<file path="config.mk">
export PLATFORM = sky130hd
export DESIGN_NAME = dmem_arbiter_flat
export DESIGN_NICKNAME = d
export VERILOG_FILES = /design/src/rtl/dmem_arbiter_if.sv /design/src/rtl/dmem_arbiter.sv /design/src/flat_wrapper.sv
export SDC_FILE = /design/constraint.sdc
export NUM_CORES = 1
export LEC_CHECK = 0
export ABC_AREA = 1
export ABC_CLOCK_PERIOD_IN_PS = 1800
export CAP_MARGIN = 20
export CORE_AREA = 2 2 120 122
export DETAILED_ROUTE_END_ITERATION = 10
export DIE_AREA = 0 0 122 124
export PLACE_DENSITY = 0.72
export SLEW_MARGIN = 20
export SYNTH_ARGS = -nofsm -noshare
export SYNTH_HDL_FRONTEND = slang
export SYNTH_SLANG_ARGS = --single-unit
</file>
<file path="constraint.sdc">
create_clock -name clk -period 1.8 [get_ports clk]
set_clock_uncertainty 0.1 [all_clocks]
set_input_delay 0.36 -clock clk [delete_from_list [all_inputs] [get_ports clk]]
set_output_delay 0.36 -clock clk [all_outputs]
set_load 0.02 [all_outputs]
</file>
<file path="src/rtl/dmem_arbiter_if.sv">
// Requester, response and memory-port bundle for dmem_arbiter.
// slave: arbiter side. master: side that drives the requests and the memory read data.
interface dmem_arbiter_if #(
    parameter int unsigned ADDR_W = 32,
    parameter int unsigned DATA_W = 32
);
    // Port 0: pipeline memory stage
    logic              i_p0_req;
    logic              i_p0_we;
    logic [ADDR_W-1:0] i_p0_addr;
    logic [DATA_W-1:0] i_p0_wdata;
    logic [2:0]        i_p0_mode;
    logic              o_p0_gnt;
    logic              o_p0_stall;
    logic              o_p0_rvalid;
    logic [DATA_W-1:0] o_p0_rdata;

    // Port 1: loader/debug master
    logic              i_p1_req;
    logic              i_p1_we;
    logic [ADDR_W-1:0] i_p1_addr;
    logic [DATA_W-1:0] i_p1_wdata;
    logic [2:0]        i_p1_mode;
    logic              i_p1_lock;
    logic              o_p1_gnt;
    logic              o_p1_rvalid;
    logic [DATA_W-1:0] o_p1_rdata;

    // Shared data memory port
    logic              o_mem_we;
    logic [ADDR_W-1:0] o_mem_addr;
    logic [DATA_W-1:0] o_mem_wdata;
    logic [2:0]        o_mem_mode;
    logic [DATA_W-1:0] i_mem_rdata;

    modport slave (
        input  i_p0_req, i_p0_we, i_p0_addr, i_p0_wdata, i_p0_mode,
        input  i_p1_req, i_p1_we, i_p1_addr, i_p1_wdata, i_p1_mode, i_p1_lock,
        input  i_mem_rdata,
        output o_p0_gnt, o_p0_stall, o_p0_rvalid, o_p0_rdata,
        output o_p1_gnt, o_p1_rvalid, o_p1_rdata,
        output o_mem_we, o_mem_addr, o_mem_wdata, o_mem_mode
    );

    modport master (
        output i_p0_req, i_p0_we, i_p0_addr, i_p0_wdata, i_p0_mode,
        output i_p1_req, i_p1_we, i_p1_addr, i_p1_wdata, i_p1_mode, i_p1_lock,
        output i_mem_rdata,
        input  o_p0_gnt, o_p0_stall, o_p0_rvalid, o_p0_rdata,
        input  o_p1_gnt, o_p1_rvalid, o_p1_rdata,
        input  o_mem_we, o_mem_addr, o_mem_wdata, o_mem_mode
    );
endinterface

</file>
<file path="src/rtl/dmem_arbiter.sv">
// Two-port arbiter in front of a single data memory port.
// Round-robin between the memory stage (port 0) and the loader (port 1), with a bounded
// exclusive burst lock for port 1. Load data is registered one cycle after grant.
// Optional perf counters (o_conflict_cnt, o_forced_rel_cnt) exist only when
// DMEM_ARB_PERF_EN is defined.
module dmem_arbiter #(
    parameter int unsigned ADDR_W   = 32,
    parameter int unsigned DATA_W   = 32,
    parameter int unsigned MAX_LOCK = 16
) (
    input  logic           clk,
    input  logic           rst_n,
    dmem_arbiter_if.slave  bus
`ifdef DMEM_ARB_PERF_EN
    ,
    output logic [31:0]    o_conflict_cnt,
    output logic [15:0]    o_forced_rel_cnt
`endif
);

    localparam logic [7:0] MaxLock = 8'(MAX_LOCK);

    typedef enum logic [0:0] {StArb, StLock} state_e;

    state_e            state_q, state_d;
    logic              last_gnt_q, last_gnt_d;
    logic [7:0]        lock_cnt_q, lock_cnt_d;
    logic              p0_rvalid_q, p0_rvalid_d;
    logic              p1_rvalid_q, p1_rvalid_d;
    logic [DATA_W-1:0] p0_rdata_q, p0_rdata_d;
    logic [DATA_W-1:0] p1_rdata_q, p1_rdata_d;
    logic              gnt0, gnt1, forced_rel;

    // Grant decision and arbitration/lock next state; no grant while in reset
    always_comb begin
        state_d    = state_q;
        last_gnt_d = last_gnt_q;
        lock_cnt_d = lock_cnt_q;
        gnt0       = 1'b0;
        gnt1       = 1'b0;
        forced_rel = 1'b0;
        if (rst_n) begin
            unique case (state_q)
                StArb: begin
                    if (bus.i_p0_req && (!bus.i_p1_req || last_gnt_q)) begin
                        gnt0 = 1'b1;
                    end else if (bus.i_p1_req) begin
                        gnt1 = 1'b1;
                    end
                    if (gnt0) begin
                        last_gnt_d = 1'b0;
                    end
                    if (gnt1) begin
                        last_gnt_d = 1'b1;
                        if (bus.i_p1_lock) begin
                            lock_cnt_d = 8'd1;
                            // A one-cycle budget is already spent by this grant
                            if (MaxLock == 8'd1) begin
                                forced_rel = 1'b1;
                            end else begin
                                state_d = StLock;
                            end
                        end
                    end
                end
                StLock: begin
                    gnt1       = bus.i_p1_req;
                    lock_cnt_d = lock_cnt_q + 8'd1;
                    if (gnt1) begin
                        last_gnt_d = 1'b1;
                    end
                    if (!bus.i_p1_lock) begin
                        state_d = StArb;
                    end else if (lock_cnt_d == MaxLock) begin
                        // Hand the next conflict to port 0
                        state_d    = StArb;
                        last_gnt_d = 1'b1;
                        forced_rel = 1'b1;
                    end
                end
                default: state_d = StArb;
            endcase
        end
    end

    // Memory port mux from the granted requester
    always_comb begin
        bus.o_mem_we    = 1'b0;
        bus.o_mem_addr  = '0;
        bus.o_mem_wdata = '0;
        bus.o_mem_mode  = '0;
        if (gnt0) begin
            bus.o_mem_we    = bus.i_p0_we;
            bus.o_mem_addr  = bus.i_p0_addr;
            bus.o_mem_wdata = bus.i_p0_wdata;
            bus.o_mem_mode  = bus.i_p0_mode;
        end else if (gnt1) begin
            bus.o_mem_we    = bus.i_p1_we;
            bus.o_mem_addr  = bus.i_p1_addr;
            bus.o_mem_wdata = bus.i_p1_wdata;
            bus.o_mem_mode  = bus.i_p1_mode;
        end
    end

    // Load responses: capture read data for granted loads, otherwise hold
    always_comb begin
        p0_rvalid_d = gnt0 && !bus.i_p0_we;
        p1_rvalid_d = gnt1 && !bus.i_p1_we;
        p0_rdata_d  = p0_rvalid_d ? bus.i_mem_rdata : p0_rdata_q;
        p1_rdata_d  = p1_rvalid_d ? bus.i_mem_rdata : p1_rdata_q;
    end

    // State and response registers
    always_ff @(posedge clk or negedge rst_n) begin
        if (!rst_n) begin
            state_q     <= StArb;
            last_gnt_q  <= 1'b1;
            lock_cnt_q  <= 8'd0;
            p0_rvalid_q <= 1'b0;
            p1_rvalid_q <= 1'b0;
            p0_rdata_q  <= '0;
            p1_rdata_q  <= '0;
        end else begin
            state_q     <= state_d;
            last_gnt_q  <= last_gnt_d;
            lock_cnt_q  <= lock_cnt_d;
            p0_rvalid_q <= p0_rvalid_d;
            p1_rvalid_q <= p1_rvalid_d;
            p0_rdata_q  <= p0_rdata_d;
            p1_rdata_q  <= p1_rdata_d;
        end
    end

    assign bus.o_p0_gnt    = gnt0;
    assign bus.o_p0_stall  = bus.i_p0_req & ~gnt0;
    assign bus.o_p0_rvalid = p0_rvalid_q;
    assign bus.o_p0_rdata  = p0_rdata_q;
    assign bus.o_p1_gnt    = gnt1;
    assign bus.o_p1_rvalid = p1_rvalid_q;
    assign bus.o_p1_rdata  = p1_rdata_q;

`ifdef DMEM_ARB_PERF_EN
    logic [31:0] conflict_cnt_q, conflict_cnt_d;
    logic [15:0] forced_cnt_q, forced_cnt_d;

    // Saturating counters; both requesting always means one is denied
    always_comb begin
        conflict_cnt_d = conflict_cnt_q;
        forced_cnt_d   = forced_cnt_q;
        if (rst_n && bus.i_p0_req && bus.i_p1_req && (conflict_cnt_q != '1)) begin
            conflict_cnt_d = conflict_cnt_q + 32'd1;
        end
        if (forced_rel && (forced_cnt_q != '1)) begin
            forced_cnt_d = forced_cnt_q + 16'd1;
        end
    end

    // Perf counter registers
    always_ff @(posedge clk or negedge rst_n) begin
        if (!rst_n) begin
            conflict_cnt_q <= '0;
            forced_cnt_q   <= '0;
        end else begin
            conflict_cnt_q <= conflict_cnt_d;
            forced_cnt_q   <= forced_cnt_d;
        end
    end

    assign o_conflict_cnt   = conflict_cnt_q;
    assign o_forced_rel_cnt = forced_cnt_q;
`endif

endmodule
</file>
<file path="src/flat_wrapper.sv">
// flat-port wrapper written by rule: the top's interface ports become plain ports
module dmem_arbiter_flat 
#(
    parameter int unsigned ADDR_W   = 32,
    parameter int unsigned DATA_W   = 32,
    parameter int unsigned MAX_LOCK = 16
)
  (clk, rst_n, bus_i_p0_req, bus_i_p0_we, bus_i_p0_addr, bus_i_p0_wdata, bus_i_p0_mode, bus_i_p1_req, bus_i_p1_we, bus_i_p1_addr, bus_i_p1_wdata, bus_i_p1_mode, bus_i_p1_lock, bus_i_mem_rdata, bus_o_p0_gnt, bus_o_p0_stall, bus_o_p0_rvalid, bus_o_p0_rdata, bus_o_p1_gnt, bus_o_p1_rvalid, bus_o_p1_rdata, bus_o_mem_we, bus_o_mem_addr, bus_o_mem_wdata, bus_o_mem_mode);
  dmem_arbiter_if #(.ADDR_W(ADDR_W), .DATA_W(DATA_W)) bus_i ();
  input  logic clk;
  input  logic rst_n;
  input wire logic [$bits(bus_i.i_p0_req)-1:0] bus_i_p0_req;
  input wire logic [$bits(bus_i.i_p0_we)-1:0] bus_i_p0_we;
  input wire logic [$bits(bus_i.i_p0_addr)-1:0] bus_i_p0_addr;
  input wire logic [$bits(bus_i.i_p0_wdata)-1:0] bus_i_p0_wdata;
  input wire logic [$bits(bus_i.i_p0_mode)-1:0] bus_i_p0_mode;
  input wire logic [$bits(bus_i.i_p1_req)-1:0] bus_i_p1_req;
  input wire logic [$bits(bus_i.i_p1_we)-1:0] bus_i_p1_we;
  input wire logic [$bits(bus_i.i_p1_addr)-1:0] bus_i_p1_addr;
  input wire logic [$bits(bus_i.i_p1_wdata)-1:0] bus_i_p1_wdata;
  input wire logic [$bits(bus_i.i_p1_mode)-1:0] bus_i_p1_mode;
  input wire logic [$bits(bus_i.i_p1_lock)-1:0] bus_i_p1_lock;
  input wire logic [$bits(bus_i.i_mem_rdata)-1:0] bus_i_mem_rdata;
  output wire logic [$bits(bus_i.o_p0_gnt)-1:0] bus_o_p0_gnt;
  output wire logic [$bits(bus_i.o_p0_stall)-1:0] bus_o_p0_stall;
  output wire logic [$bits(bus_i.o_p0_rvalid)-1:0] bus_o_p0_rvalid;
  output wire logic [$bits(bus_i.o_p0_rdata)-1:0] bus_o_p0_rdata;
  output wire logic [$bits(bus_i.o_p1_gnt)-1:0] bus_o_p1_gnt;
  output wire logic [$bits(bus_i.o_p1_rvalid)-1:0] bus_o_p1_rvalid;
  output wire logic [$bits(bus_i.o_p1_rdata)-1:0] bus_o_p1_rdata;
  output wire logic [$bits(bus_i.o_mem_we)-1:0] bus_o_mem_we;
  output wire logic [$bits(bus_i.o_mem_addr)-1:0] bus_o_mem_addr;
  output wire logic [$bits(bus_i.o_mem_wdata)-1:0] bus_o_mem_wdata;
  output wire logic [$bits(bus_i.o_mem_mode)-1:0] bus_o_mem_mode;
  assign bus_i.i_p0_req = bus_i_p0_req;
  assign bus_i.i_p0_we = bus_i_p0_we;
  assign bus_i.i_p0_addr = bus_i_p0_addr;
  assign bus_i.i_p0_wdata = bus_i_p0_wdata;
  assign bus_i.i_p0_mode = bus_i_p0_mode;
  assign bus_i.i_p1_req = bus_i_p1_req;
  assign bus_i.i_p1_we = bus_i_p1_we;
  assign bus_i.i_p1_addr = bus_i_p1_addr;
  assign bus_i.i_p1_wdata = bus_i_p1_wdata;
  assign bus_i.i_p1_mode = bus_i_p1_mode;
  assign bus_i.i_p1_lock = bus_i_p1_lock;
  assign bus_i.i_mem_rdata = bus_i_mem_rdata;
  assign bus_o_p0_gnt = bus_i.o_p0_gnt;
  assign bus_o_p0_stall = bus_i.o_p0_stall;
  assign bus_o_p0_rvalid = bus_i.o_p0_rvalid;
  assign bus_o_p0_rdata = bus_i.o_p0_rdata;
  assign bus_o_p1_gnt = bus_i.o_p1_gnt;
  assign bus_o_p1_rvalid = bus_i.o_p1_rvalid;
  assign bus_o_p1_rdata = bus_i.o_p1_rdata;
  assign bus_o_mem_we = bus_i.o_mem_we;
  assign bus_o_mem_addr = bus_i.o_mem_addr;
  assign bus_o_mem_wdata = bus_i.o_mem_wdata;
  assign bus_o_mem_mode = bus_i.o_mem_mode;
  dmem_arbiter #(.ADDR_W(ADDR_W), .DATA_W(DATA_W), .MAX_LOCK(MAX_LOCK)) u_core (.clk(clk), .rst_n(rst_n), .bus(bus_i));
endmodule
</file>
After elaboration in Yosys (flattened, before gate mapping). Index checks and enable logic that the tools add are counted.

$add $sub $neg: 1. $mul: 0. Div/mod/pow operators: 0. Order comparisons: 0. Equality and inequality tests: 4. Shifts and indexed selects: 0. Multiplexer cells: 33. Bitwise gates (word level): 3. Reduce and logical (&&, ||, !) cells: 9.

Operators by type and width (count): $mux 32 (4); $mux 1 (21); $mux 8 (2); $pmux 8 s2 (1); $add 8x1->8 const B (1); $eq 8x5->1 const B (1); $mux 3 (2); $pmux 1 s2 (3); $logic_and 1x1->1 (3); $logic_not 1->1 (3); $ne 3x1->1 const B (1); $reduce_and 3->1 (1); $ne 2x1->1 const B (1); $ne 2x2->1 const B (1); $not 1->1 (2); $reduce_and 2->1 (1); $and 1x1->1 (1); $logic_or 1x1->1 (1).

Register bits after elaboration: 76. Bits in latches: 0. Memory bits (writable): 0. ROM bits: 0. Memories kept: 0.

Depth between registers and ports, before layout.
Word-level depth: 10. Depth in mapped cells: 10. Mapped depth without buffers: 9.

Worst setup path after synthesis. No wires, ideal clock.

Path type: reg-to-output. Start point: register u_core.last_gnt_q. End point: output port bus_o_mem_we. Data arrival time: 1.624 ns. Required time: 1.340 ns. Setup slack: -0.284 ns. Stages on the path, launching flop included: 8. Cell sequence: dfstp_2 inv_1 nand2_1 nand3_1 nor2_2 buf_2 inv_1 o21ai_0.

Longest elaborated chain between the ends: 9. Elaborated cells on any way between the ends: 14.

Ends and longest elaborated chain: start, declared (line dmem_arbiter.sv:26) `logic last_gnt_q, last_gnt_d;`; start signal, assigned (line dmem_arbiter.sv:125) `last_gnt_q <= last_gnt_d;`; $logic_or 1x1->1 (*) (line dmem_arbiter.sv:45) `if (bus.i_p0_req && (!bus.i_p1_req || last_gnt_q)) begin`; $logic_and 1x1->1 (*) (line dmem_arbiter.sv:45); $mux 1 (line dmem_arbiter.sv:45); $mux 1 (line dmem_arbiter.sv:43) `unique case (state_q)`; $mux 1 (line dmem_arbiter.sv:42) `if (rst_n) begin`; $pmux 1 s2 (line dmem_arbiter.sv:43); $mux 1 (line dmem_arbiter.sv:42); $mux 1 (line dmem_arbiter.sv:97) `end else if (gnt1) begin`; $mux 1 (*) (line dmem_arbiter.sv:92) `if (gnt0) begin`; end, declared (line flat_wrapper.sv:31) `output wire logic [$bits(bus_i.o_mem_we)-1:0] bus_o_mem_we;`.

Mark *: on every way between the ends. The rest lies on a longest branch, timed or not. The select of a mux whose other input is x is not followed.

Worst setup path in the final report.
Start point: register u_core.last_gnt_q. End point: output port bus_o_mem_addr[0].

Longest elaborated chain between the ends: 9. Elaborated cells on any way between the ends: 14.

Ends and longest elaborated chain: $logic_or 1x1->1 (*) (line dmem_arbiter.sv:45); $logic_and 1x1->1 (*) (line dmem_arbiter.sv:45); $mux 1 (line dmem_arbiter.sv:45); $mux 1 (line dmem_arbiter.sv:43); $mux 1 (line dmem_arbiter.sv:42); $pmux 1 s2 (line dmem_arbiter.sv:43); $mux 1 (line dmem_arbiter.sv:42); $mux 32 (line dmem_arbiter.sv:97); $mux 32 (*) (line dmem_arbiter.sv:92); end, declared (line flat_wrapper.sv:32) `output wire logic [$bits(bus_i.o_mem_addr)-1:0] bus_o_mem_addr;`.

Marks and branches as above.

==> flow_metrics.py <==
metrics = {
    "routing": {
        "wire_per_inst_um": 21.7,
        "via_per_inst": 4.87,
        "first_iter_violations": 266,
        "postRouteWirelength_mm": 20.9,
        "vias": 4689,
        "ant_nets": 0,
        "post-route-drc-count": 0,
        "firstDrtPassIters": 5,
    },
    "sta": {
        "max_slew.worst_pin.slew_ns": 0.458,
        "period_share_pct": 137,
        "fmax_mhz": 405,
        "maxSlewViolCount": 0,
        "rsz0062_at_grt": "yes",
        "timing.final.ws_setup_ns": -0.669,
        "hold_slack_ns": 0.393,
        "setup_viol": 99,
        "slew_headroom_pct": 69.5,
        "min_period_ns": 2.47,
        "final_hold_viol_count": 0,
    },
    "critical_path": {
        "crit_path_start_kind": "flip-flop",
        "slowest_delay_ns": 0.54,
        "critPathKind": "reg2out",
        "required_ns": 1.34,
        "cp-end-kind": "output pin",
        "crit_slowest_cell": "dfstp_2",
        "path_cells": "inv_2 > nand2_2 > nand3_4 > inv_4 > nor3_4 > buf_12 > buf_12 > buf_12 > a22o_4 > buf_12",
        "cp.arrival_ns": 2.01,
        "crit_fanout": 5,
        "cp_common_cell": "buf_12",
    },
    "run": {
        "cap_violations": 0,
    },
    "clock_tree": {
        "cts_tree": "done",
        "cts.sinks": 76,
        "root_buffer": "clkbuf_16",
        "htreeDepth": 3,
        "clock_latency_ns": 0.33,
        "clk_pin_slew_ns": 0.06,
        "cts.path.max_buffers": 2,
        "numCtsBuffers": 9,
    },
    "layout": {
        "layout.nets": 950,
        "stdcell_count": 962,
        "syn_to_final_growth_pct": 143,
        "final_cell_mix": "clkdlybuf4s50_1 (188), buf_6 (77), dfrtp_1 (75), nand2_1 (58), inv_1 (49)",
        "regArea_sq_mm": 0.00190,
        "drive_above_1_share_pct": 31.9,
        "final_common_cell": "clkdlybuf4s50_1",
        "n_fill_cell": 1053,
        "multi_input_area_sq_mm": 0.00202,
    },
    "floorplanning": {
        "core_sq_mm": 0.0137,
        "rows": 43,
        "die_h_um": 124,
        "die_area_sq_mm": 0.0151,
        "die_x_um": 122,
        "io_pins": 310,
        "start_util_pct": 26.8,
    },
    "logic_synthesis": {
        "synth_cell_types": 20,
        "ys_ff_latch": 76,
        "syn_area_sq_mm": 0.00368,
        "synth_nets": 589,
        "ys.warnings.count": 0,
        "syn_avg_cell_area_sq_um": 8.86,
        "synth_cells": 415,
        "seq_area_frac_synth_pct": 51.7,
    },
    "grt": {
        "grt_max_degree": 54,
        "grt_pass1_wl_mm": 26.3,
        "gr-total-overflow": 0,
        "antenna_found_initial": 2,
        "grt_pass1_vias": 4515,
        "grt_use_total_pct": 23.6,
    },
    "pwr": {
        "ir_drop_mv": 0.783,
        "p_per_area_mw_per_mm2": 877,
        "switchingPower_mw": 2.77,
        "power.internal_mw": 5.08,
        "switching_share_pct": 35.3,
        "p_leak_nw": 4.63,
        "total_power_mw": 7.84,
        "power_frac_seq_pct": 31.3,
        "p_clk_share_pct": 23.3,
        "comb_power_share_pct": 45.4,
    },
    "place": {
        "dpl.cell_count": 914,
        "dp_hpwl_mm": 14.4,
        "gp_congestion": 0.830,
        "portBuffers": 309,
    },
    "outcome": {
        "status": "complete, but fails checks",
        "violations": "negative setup slack",
    },
    "min_path": {
        "min_path_type": "reg2reg",
    },
}
==> state kept, by name, summed over array words and instances, names as in the netlist <==
register and flops:
u_core.state_q 1, u_core.bus.o_p0_rvalid 1, u_core.lock_cnt_q 8, u_core.bus.o_p1_rvalid 1, u_core.bus.o_p0_rdata 32, u_core.bus.o_p1_rdata 32, u_core.last_gnt_q 1
==> kinds of logic after synthesis <==
group | synth area share, %
AOI/OAI and AO/OA | 26.3
DFF | 51.7
adders and majority gates | 0.340
and+or+nand+nor | 12.3
buffers and inverters | 8.84
xor gates and xnor gates | 0.476
==> power groups by stage <==
| stage | sequential, mW | combinational, mW | clock [mW] |
|---|---|---|---|
| CTS | 2.39 | 3.28 | 1.85 |
| detailed placement | 2.41 | 3.14 | 0 |
| finish | 2.45 | 3.56 | 1.83 |
| global route | 2.50 | 3.75 | 1.93 |
| floorplan | 2.83 | 0.863 | 0 |
| global placement | 2.38 | 3.10 | 0 |
==> metal layers <==
| layer | track usage [%] | routed length, um |
|---|---|---|
| met2 | 39.9 | 10900 |
| met5 | 0 | 13 |
| met4 | 4.81 | 308 |
| met3 | 8.84 | 1930 |
| met1 | 28.9 | 7730 |
==> path summary, 6_finish.rpt <==
kind                                           from                   endpoint  slack [ns]  cells past startpoint
min in group asynchronous                     rst_n   u_core.bus.o_p1_rdata[4]        0.51                      3
hold / removal             u_core.bus.o_p1_rdata[6]   u_core.bus.o_p1_rdata[6]        0.39                      2
setup / recovery                  u_core.last_gnt_q          bus_o_mem_addr[0]       -0.67                     10
setup reg to reg                  u_core.last_gnt_q  u_core.bus.o_p0_rdata[14]       -0.08                     10
hold reg to reg            u_core.bus.o_p1_rdata[6]   u_core.bus.o_p1_rdata[6]        0.39                      2
max in group asynchronous                     rst_n  u_core.bus.o_p1_rdata[18]        0.32                      4
==> cells in the mapped netlist <==
library cell  number  area, sq um
a22o_1            67          587
buf_2             11         55.1
clkbuf_1          18         67.6
dfrtp_1           75         1880
dfstp_2            1         26.3
ha_1               1         12.5
inv_1             52          195
inv_2              2         7.51
nand2_1           92          345
nand3_1           10         50.1
nand4_1            3         18.8
nor2_1             4         15.0
nor2_2             1         6.26
nor3_4             1         16.3
o21a_1             1         7.51
o21ai_0           35          175
o21ai_1           36          180
o22ai_1            3         18.8
xnor2_1            1         8.76
xor2_1             1         8.76
==> what timing repair did <==
| item | 4_1_cts | 5_1_grt |
|---|---|---|
| gates resized for setup | 312 | 200 |
| hold buffers | 1 | 0 |
| endpoints found under the setup margin | 79 | 229 |
| cloned | 4 | 10 |
| buffers inserted | 8 | 11 |
| hold endpoints to repair | 25 | 0 |
| pin swaps | 5 | 12 |
==> area by class of cell <==
class | count | area share, %
clock inverters | 6 | 0.798
repair buffers | 378 | 47.9
well taps | 180 | 2.52
clock buffers | 10 | 2.56
diodes | 1 | 0.0280
multi-input cells | 257 | 22.6
inverters | 54 | 2.35
flip-flops and latches | 76 | 21.3
==> critical path: cells and delay by family (launching register included) <==
family	cells	cell delay [ns]
AO/OA/AOI/OAI	1	0.24
flip-flops	1	0.54
AND/OR/NAND/NOR	3	0.22
buffers and inverters	6	0.67
==> stage by stage <==
step	cell area [sq um]	setup slack [ns]	TNS [ns]	utilization, %
detailed placement	7520	-1.02	-78.69	54.8
finish	8940	-0.669	-41.89	65.2
CTS	8190	-0.682	-43.77	59.7
floorplan	3870	-0.0639	-0.128	-
global placement	7520	-0.954	-76.05	54.8
global route	8940	-0.735	-51.92	65.2
Power figures use the tool's default switching activity.
